<file path="src/rtl/dma_copy_engine.sv">
// dma_copy_engine: copies a block of words from a synchronous-read ROM into a RAM.
// Reads are issued one per cycle. Each write follows its read by one cycle and
// takes its data straight from the ROM output.
//
// state | meaning
// ------+---------------------------------------------------------------
// IDLE  | waiting for start; done/aborted pulse here for one cycle
// RUN   | issuing reads (one per cycle) and the writes of earlier reads
// FLUSH | last read already issued; performing the final write only
module dma_copy_engine #(
  parameter int DATA_WIDTH = 8,
  parameter int SRC_AW     = 4,
  parameter int DST_AW     = 8,
  parameter int LEN_W      = 5
) (
  input  logic                  clk,
  input  logic                  rst,
  input  logic                  start,
  input  logic                  abort,
  input  logic [SRC_AW-1:0]     src_base,
  input  logic [DST_AW-1:0]     dst_base,
  input  logic [LEN_W-1:0]      len,
  output logic [SRC_AW-1:0]     rom_addr,
  input  logic [DATA_WIDTH-1:0] rom_data,
  output logic [DST_AW-1:0]     ram_addr,
  output logic [DATA_WIDTH-1:0] ram_din,
  output logic                  ram_we,
  output logic                  busy,
  output logic                  done,
  output logic                  aborted,
  output logic [LEN_W-1:0]      xfer_count
);

  typedef enum logic [1:0] {
    IDLE  = 2'd0,
    RUN   = 2'd1,
    FLUSH = 2'd2
  } state_t;

  state_t            state, state_nxt;
  logic [SRC_AW-1:0] rom_addr_nxt;
  logic [DST_AW-1:0] ram_addr_nxt;
  logic [DST_AW-1:0] dst_ptr, dst_ptr_nxt;
  logic [LEN_W-1:0]  remaining, remaining_nxt;
  logic [LEN_W-1:0]  xfer_count_nxt;
  logic              ram_we_nxt;
  logic              done_nxt;
  logic              aborted_nxt;

  // Write data needs no register: the ROM output already lines up with the write cycle.
  assign ram_din = rom_data;
  assign busy    = (state != IDLE);

  // State and datapath registers; reset clears every visible output immediately.
  always_ff @(posedge clk or posedge rst) begin
    if (rst) begin
      state      <= IDLE;
      rom_addr   <= '0;
      ram_addr   <= '0;
      dst_ptr    <= '0;
      remaining  <= '0;
      xfer_count <= '0;
      ram_we     <= 1'b0;
      done       <= 1'b0;
      aborted    <= 1'b0;
    end else begin
      state      <= state_nxt;
      rom_addr   <= rom_addr_nxt;
      ram_addr   <= ram_addr_nxt;
      dst_ptr    <= dst_ptr_nxt;
      remaining  <= remaining_nxt;
      xfer_count <= xfer_count_nxt;
      ram_we     <= ram_we_nxt;
      done       <= done_nxt;
      aborted    <= aborted_nxt;
    end
  end

  // Next-state and next-output decode.
  always_comb begin
    state_nxt     = state;
    rom_addr_nxt  = rom_addr;
    ram_addr_nxt  = ram_addr;
    dst_ptr_nxt   = dst_ptr;
    remaining_nxt = remaining;
    ram_we_nxt    = 1'b0;
    done_nxt      = 1'b0;
    aborted_nxt   = 1'b0;
    // A write that is on the bus during this cycle always completes, including
    // one that overlaps an abort, so it is counted at the edge ending it.
    xfer_count_nxt = xfer_count + {{(LEN_W-1){1'b0}}, ram_we};

    case (state)
      IDLE: begin
        if (start) begin
          xfer_count_nxt = '0;
          if (len != '0) begin
            state_nxt     = RUN;
            rom_addr_nxt  = src_base;
            dst_ptr_nxt   = dst_base;
            remaining_nxt = len;
          end else begin
            done_nxt = 1'b1;
          end
        end
      end

      RUN: begin
        if (abort) begin
          state_nxt   = IDLE;
          aborted_nxt = 1'b1;
        end else begin
          // The read presented this cycle turns into a write next cycle.
          ram_we_nxt    = 1'b1;
          ram_addr_nxt  = dst_ptr;
          dst_ptr_nxt   = dst_ptr + {{(DST_AW-1){1'b0}}, 1'b1};
          remaining_nxt = remaining - {{(LEN_W-1){1'b0}}, 1'b1};
          if (remaining == {{(LEN_W-1){1'b0}}, 1'b1}) begin
            state_nxt = FLUSH;
          end else begin
            rom_addr_nxt = rom_addr + {{(SRC_AW-1){1'b0}}, 1'b1};
          end
        end
      end

      FLUSH: begin
        state_nxt = IDLE;
        if (abort) begin
          aborted_nxt = 1'b1;
        end else begin
          done_nxt = 1'b1;
        end
      end

      default: begin
        state_nxt = IDLE;
      end
    endcase
  end

endmodule

</file>
<file path="config.mk">
export PLATFORM = sky130hd
export DESIGN_NAME = dma_copy_engine
export DESIGN_NICKNAME = d
export VERILOG_FILES = /design/src/rtl/dma_copy_engine.sv
export SDC_FILE = /design/constraint.sdc
export NUM_CORES = 1
export LEC_CHECK = 0
export CORE_MARGIN = 8
export CORE_UTILIZATION = 47
export DETAILED_ROUTE_END_ITERATION = 10
export MAX_ROUTING_LAYER = met4
export PLACE_DENSITY = 0.85
export SYNTH_ARGS = -nofsm -noshare
export SYNTH_HDL_FRONTEND = slang
export SYNTH_SLANG_ARGS = --single-unit
</file>
<file path="constraint.sdc">
create_clock -name clk -period 2 [get_ports clk]
set_input_delay 0.2 -clock clk [delete_from_list [all_inputs] [get_ports clk]]
set_output_delay 0.2 -clock clk [all_outputs]
set_load 0.01 [all_outputs]
</file>
==> results of run 1 <==
## per-stage QoR
| step | hold slack [ns] | setup WS (ns) | utilization | cells |
|---|---|---|---|---|
| after global routing | 0.379 | 0.0223 | 0.634 | 302 |
| after detailed placement | 0.400 | 0.0893 | 0.610 | 294 |
| final | 0.322 | 0.111 | 0.634 | 302 |
| after floorplan | 0.287 | 0.307 | - | 207 |
| after global placement | 0.400 | 0.154 | 0.610 | 294 |
| after CTS | 0.335 | 0.0376 | 0.630 | 302 |
## placed cells by master (no fill, tap or decap), types with 3 or more instances in the layout
| master | instances |
|---|---|
| nor3b_1 | 3 |
| nor2_1 | 7 |
| clkdlybuf4s50_1 | 41 |
| nor2b_1 | 5 |
| and2_1 | 3 |
| nand2_1 | 11 |
| nand4_1 | 4 |
| a31oi_1 | 9 |
| o31ai_1 | 6 |
| nand3_1 | 10 |
| buf_4 | 13 |
| o22ai_1 | 4 |
| o21ai_0 | 11 |
| ha_1 | 8 |
| nand2b_1 | 6 |
| nor3_1 | 4 |
| dfrtp_1 | 35 |
| a21oi_1 | 17 |
| clkbuf_8 | 5 |
| mux2_2 | 6 |
| inv_1 | 10 |
## cells by family after synthesis
group	after synthesis
AOI/OAI and AO/OA	60
xor gates and xnor gates	3
adders and majority gates	9
buffers and inverters	28
DFF	35
muxes	8
and+or+nand+nor	64
## routing by layer
| metal | up-vias | wire (um) | track usage |
|---|---|---|---|
| met5 | - | 0 | - |
| met4 | 0 | 62 | 0.0696 |
| met3 | 7 | 353 | 0.0419 |
| met2 | 58 | 2340 | 0.244 |
| met1 | 812 | 1970 | 0.182 |
| li1 | 839 | - | - |
## path summary, 6_finish.rpt
check	slack, ns	end	depth (start not counted)	start
min in group clk	0.40	ram_din[1]	0	rom_data[1]
max reg2reg	0.14	rom_addr[0]$_DFFE_PP0P_	6	remaining[1]$_DFFE_PP0P_
max in group asynchronous	1.36	dst_ptr[2]$_DFFE_PP0P_	3	rst
min reg2reg	0.49	ram_addr[7]$_DFFE_PP0P_	2	ram_addr[7]$_DFFE_PP0P_
max	0.11	busy	5	state[0]$_DFFE_PP0P_
min	0.32	ram_addr[3]$_DFFE_PP0P_	3	rst
## registers in the layout, summed over array words and instances, names as in the netlist
register,flops
ram_addr,8
xfer_count,5
state,2
rom_addr,4
ram_we,1
dst_ptr,8
remaining,5
aborted,1
done,1
## area by class of cell
type	count	area, sq um	area share
multi-input combinational	144	978	0.383
sequential	35	876	0.343
timing repair buffer	55	519	0.203
clock buffer	7	76.3	0.0299
tap	50	62.6	0.0245
inverter	10	37.5	0.0147
clock inverter	1	5.00	0.00196
## report_power, final
group,switching (mW),internal [mW],total (mW)
combinational,0.961,0.980,1.94
clock,0.241,0.244,0.485
sequential,0.284,1.01,1.29
## repair_timing
action | CTS | global route
resized for setup | 0 | 5
endpoints found under the setup margin | 0 | 13
hold endpoints to repair | 0 | 0
## critical path: cells and delay by family (launching register included)
family                   cells  cell delay, ns
flip-flops                   1            0.37
buffers and inverters        4            0.81
adder cells (fa/ha/maj)      1            0.23
==> qor.log, run 1 <==
INFO  run_status     result_of_the_run=complete, no violations
INFO  synth          proportion_of_register_bits_with_asynchronous_set_or_reset_after_synthesis=1.00
INFO  critical_path  timing.critical_path.fanout_max=7
INFO  critical_path  cp-end-kind=output pin
INFO  power          total_power=3.72mW
INFO  synth          syn_avg_cell_area=9.58squm
INFO  critical_path  worst_ep_arrival_time=1.69ns
INFO  synth          area_fraction_in_compound_gates_after_synthesis=0.196
INFO  layout         number_of_inserted_filler_cells_in_the_final_layout=358
INFO  placement      place.detailed.hpwl=3530um
INFO  clock_network  clock_insertion_delay_worst_skew=0.28ns
INFO  power          power.ir.vdd_worst=637uV
INFO  global_route   grt.overflow.total=0
INFO  sta            fin_setup_tns=0ns
INFO  layout         post-route-cell-area=0.00255sqmm
INFO  synth          synth-simple-area-share=0.177
INFO  synth          ys_seq_area_frac=0.442
INFO  clock_network  clk_transition_reported_paths=0.07ns
INFO  floorplanning  die-area=0.00655sqmm
INFO  layout         diodes=0
INFO  sta            fmax=529MHz
INFO  detailed_routing vias_per_cell=5.68
INFO  critical_path  cp_slowest_cell=clkdlybuf4s50_1
INFO  detailed_routing postRouteAntennaNets=0
INFO  placement      io_buffers=41
INFO  placement      place_area=0.00246sqmm
INFO  clock_network  numClockSinks=35
INFO  synth          synthAdderAreaFrac=0.0568
INFO  layout         area_delta_synth_final=28.8%
INFO  critical_path  setup.worst_path.start_class=flip-flop
INFO  synth          netlist_area=0.00198sqmm
INFO  clock_network  cts-hold-fix-buffers=0
INFO  clock_network  cts_buffers=5
INFO  run            drv.max_cap_violation_count=0
INFO  synth          post-synth-top-count-cell=dfrtp_1
INFO  global_route   grt_util_all_layers=0.155
INFO  synth          synth_top_cell_area_share=0.442
INFO  clock_network  cts_max_level=2
INFO  synth          synthesis_warnings=0
INFO  layout         design.final.nets=289
INFO  synth          synth_flop_cell=dfrtp_1
INFO  sta            unrepaired_setup_endpoints_after_global_routing=false
INFO  synth          syn_inst=207
INFO  synth          yosys-top-cells-area=dfrtp_1 44%, ha_1 5.7%, a21oi_1 4.3%, mux2_2 3.4%, buf_4 3.0%
INFO  synth          dominant_combinational_cell_family_by_area_after_synthesis=compound AO/OA/AOI/OAI gates
INFO  floorplanning  placeableCoreArea=0.00403sqmm
INFO  sta            timing_worst_slew_pin_value=0.592ns
INFO  synth          synth-xor-area-share=0.0132
INFO  floorplanning  number_of_cell_rows=23
INFO  global_route   grt_pass1_vias=1,671
INFO  floorplanning  die_width=81.0um
INFO  synth          synthDominantAreaCellType=dfrtp_1
INFO  synth          ys_top_cells_by_count=35 x dfrtp_1, 17 x a21oi_1, 12 x nand2_1, 11 x o21ai_0
INFO  critical_path  critPathRequiredTime=1.80ns
INFO  synth          ys_types=41
INFO  sta            clock_skew=0.00638ns
INFO  detailed_routing final_routed_wirelength=4720um
INFO  detailed_routing detail_route.wl_per_cell=15.6um
INFO  global_route   antenna_found_initial=0
INFO  worst_hold_path hold_class=in -> async
INFO  global_route   largest_net_degree_at_the_start_of_global_routing=36
INFO  detailed_routing first_iter_violations=144
INFO  floorplanning  initial_core_util=0.492
INFO  power          power.leakage=1.08nW
INFO  global_route   grt_pass1_wl=7730um
INFO  detailed_routing drt_first_pass_iters=4
INFO  placement      rd_place_congestion=0.865
INFO  synth          synth_seq_cells=35
INFO  sta            layout_worst_path_cycle_share=0.944
INFO  power          cellPowerDensity=1460mW/mm^2
INFO  sta            final_period_minus_worst_setup_slack=1.89ns
INFO  critical_path  ordered_list_of_cells_on_the_worst_path=inv_1 > ha_2 > buf_4 > inv_1 > clkdlybuf4s50_1
INFO  clock_network  cts_setup_buffers=0
INFO  synth          synth_enable_flop_cells=0
INFO  critical_path  crit_top_cell=inv_1
INFO  synth          synth_fp_nets=245
INFO  layout         drive_above_1_share=0.147
INFO  sta            slew_headroom=0.600
INFO  synth          post_synth_mux_area_share=0.0442
INFO  detailed_routing detail_route.drc_violations=0
INFO  critical_path  critical-path-max-stage-delay=0.52ns
INFO  sta            final_max_slew_viol_count=0
INFO  clock_network  tritoncts=done
INFO  sta            setup_viol=0
INFO  critical_path  path_class=reg -> out
INFO  clock_network  cts.root.buffer_cell=clkbuf_8
INFO  clock_network  clockBufferDepth=2
INFO  floorplanning  die_h=81.0um
INFO  sta            hold_viol_final=0
INFO  detailed_routing routed-via-count=1,716
INFO  floorplanning  ios=58
(Power assumes the default switching activity.)
==> inputs of run 2 (changes only) <==
CORE_UTILIZATION = 50   (was 47)
PLACE_DENSITY = 0.9   (was 0.85)
clock period = 2.2 ns   (was 2 ns; I/O delays follow)
==> run 2 against run 1 <==
Compared with the run above: non-clock buffer count shrank 5; design area down 1.6%; sequential share of layout area rose by 0.56 points; sequential power fell by 9%; global-route usage rose by 0.52 points; final cell count fell by 2.0%; die area decreased by 4.8%; worst setup slack gained 0.051 ns.
==> qor.log, run 2 (same netlist as run 1, synthesis figures left out) <==
INFO  clock_network  cts_buffers=5
INFO  placement      rd_place_congestion=0.887
INFO  layout         area_delta_synth_final=26.8%
INFO  floorplanning  placeableCoreArea=0.00391sqmm
INFO  clock_network  clk_transition_reported_paths=0.07ns
INFO  detailed_routing routed-via-count=1,754
INFO  layout         largestRegisters=dst_ptr x8, ram_addr x8
INFO  clock_network  cts_max_level=2
INFO  sta            unrepaired_setup_endpoints_after_global_routing=false
INFO  sta            final_period_minus_worst_setup_slack=2.04ns
INFO  sta            setup_viol=0
INFO  critical_path  timing.critical_path.fanout_max=7
INFO  critical_path  worstReg2RegStart=state[0]$_DFFE_PP0P_
INFO  critical_path  setup.worst_path.start_class=flip-flop
INFO  critical_path  path_class=reg -> out
INFO  layout         diodes=0
INFO  sta            slew_headroom=0.528
INFO  sta            clock_skew=0.00593ns
INFO  sta            hold_viol_final=0
INFO  critical_path  worst_ep_arrival_time=1.82ns
INFO  global_route   grt_util_all_layers=0.160
INFO  critical_path  cp-end-kind=output pin
INFO  critical_path  ff2ff_path_depth=6
INFO  global_route   grt_pass1_wl=8070um
INFO  floorplanning  die-area=0.00624sqmm
INFO  detailed_routing final_routed_wirelength=4750um
INFO  clock_network  clock_insertion_delay_worst_skew=0.29ns
INFO  critical_path  crit_top_cell=inv_1
INFO  layout         number_of_inserted_filler_cells_in_the_final_layout=344
INFO  sta            fin_setup_tns=0ns
INFO  detailed_routing first_iter_violations=160
INFO  layout         final_cell_mix=41 x clkdlybuf4s50_1, 35 x dfrtp_1, 17 x a21oi_1
INFO  clock_network  clockBufferDepth=2
INFO  floorplanning  die_h=79.0um
INFO  critical_path  setup.worst_path.start=state[0]$_DFFE_PP0P_
INFO  power          cellPowerDensity=1350mW/mm^2
INFO  floorplanning  initial_core_util=0.507
INFO  layout         drive_above_1_share=0.122
INFO  critical_path  timing.reg2reg.setup_slack=0.20ns
INFO  critical_path  ordered_list_of_cells_on_the_worst_path=inv_1 > ha_1 > buf_4 > inv_1 > clkdlybuf4s50_1
INFO  run_status     result_of_the_run=complete, no violations
INFO  sta            layout_worst_path_cycle_share=0.926
INFO  global_route   grt.overflow.total=0
INFO  clock_network  numClockSinks=35
INFO  placement      io_buffers=41
INFO  global_route   grt_pass1_vias=1,790
INFO  placement      place.detailed.hpwl=3580um
INFO  clock_network  cts_setup_buffers=0
INFO  clock_network  cts-hold-fix-buffers=0
INFO  detailed_routing drt_first_pass_iters=4
INFO  floorplanning  ios=58
INFO  floorplanning  number_of_cell_rows=23
INFO  sta            whs=0.333ns
INFO  clock_network  tritoncts=done
INFO  detailed_routing detail_route.drc_violations=0
INFO  critical_path  cp_slowest_cell=clkdlybuf4s50_1
INFO  sta            final_max_slew_viol_count=0
INFO  global_route   antenna_found_initial=0
INFO  clock_network  cts.root.buffer_cell=clkbuf_8
INFO  critical_path  critPathRequiredTime=1.98ns
INFO  layout         design.final.nets=284
INFO  detailed_routing vias_per_cell=5.93
INFO  critical_path  critical_path.endpoint=busy
INFO  worst_hold_path hold_class=in -> async
INFO  detailed_routing detail_route.wl_per_cell=16.0um
INFO  critical_path  critical-path-max-stage-delay=0.52ns
INFO  sta            fmax=491MHz
INFO  power          power.leakage=1.06nW
INFO  critical_path  crit-reg2reg-capture=rom_addr[0]$_DFFE_PP0P_
INFO  detailed_routing postRouteAntennaNets=0
INFO  layout         mostFrequentLayoutCell=clkdlybuf4s50_1
INFO  floorplanning  die_width=79.0um
INFO  global_route   largest_net_degree_at_the_start_of_global_routing=36
INFO  sta            timing_worst_slew_pin_value=0.698ns
INFO  power          power.ir.vdd_worst=748uV
INFO  run            drv.max_cap_violation_count=0
==> run 2: per-layer routing <==
layer / GRT usage / vias to the layer above / share of wire / routed length, um
met4: 0.0593 / 0 / 0.018 / 87
met1: 0.190 / 814 / 0.38 / 1830
met5: - / - / 0 / 0
met3: 0.0395 / 11 / 0.092 / 436
li1: - / 825 / - / -
met2: 0.258 / 104 / 0.50 / 2400
==> run 2: area by class of cell <==
cell class	instances	area, sq um	area share
multi-input cells	144	972	0.387
flip-flops and latches	35	876	0.348
repair buffers	50	478	0.190
clock inverters	1	5.00	0.00199
clock buffers	6	82.6	0.0329
inverters	10	37.5	0.0149
well taps	50	62.6	0.0249
==> run 2: power by group <==
group	leakage, nW	total [mW]	internal, mW	switching, mW
clock	0.0470	0.464	0.245	0.219
combinational	0.590	1.74	0.856	0.883
sequential	0.418	1.18	0.918	0.262
total	1.06	3.38	2.02	1.36
==> run 2: critical path: cells and delay by family (launching register included) <==
| kind | cells | cell delay (ns) |
|---|---|---|
| buffers and inverters | 4 | 0.85 |
| flip-flops | 1 | 0.39 |
| adder cells (fa/ha/maj) | 1 | 0.30 |
==> run 2: metrics by stage <==
stage | utilization | setup WS (ns) | area, sq um | instances | power [mW]
after global placement | 0.619 | 0.281 | 2420 | 289 | 2.84
after floorplan | - | 0.507 | 1980 | 207 | 2.25
after CTS | 0.641 | 0.133 | 2510 | 296 | 3.39
after detailed placement | 0.619 | 0.127 | 2420 | 289 | 2.92
final | 0.642 | 0.162 | 2510 | 296 | 3.38
after global routing | 0.642 | 0.101 | 2510 | 296 | 3.63
==> run 2: worst min path at each step <==
stage,start,endpoint,slack (ns),cells past startpoint
floorplan,start,xfer_count[2]$_DFF_PP0_,0.31,1
global placement,rom_data[2],ram_din[2],0.44,0
detailed placement,rom_data[2],ram_din[2],0.44,0
CTS,rst,ram_addr[6]$_DFFE_PP0P_,0.35,3
global route,rst,ram_addr[2]$_DFFE_PP0P_,0.39,3
finish,rst,ram_addr[5]$_DFFE_PP0P_,0.33,3
==> run 2: repair_timing <==
item	in CTS	in global routing
gates resized for setup	0	1
setup endpoints to repair	0	1
hold endpoints to repair	0	0
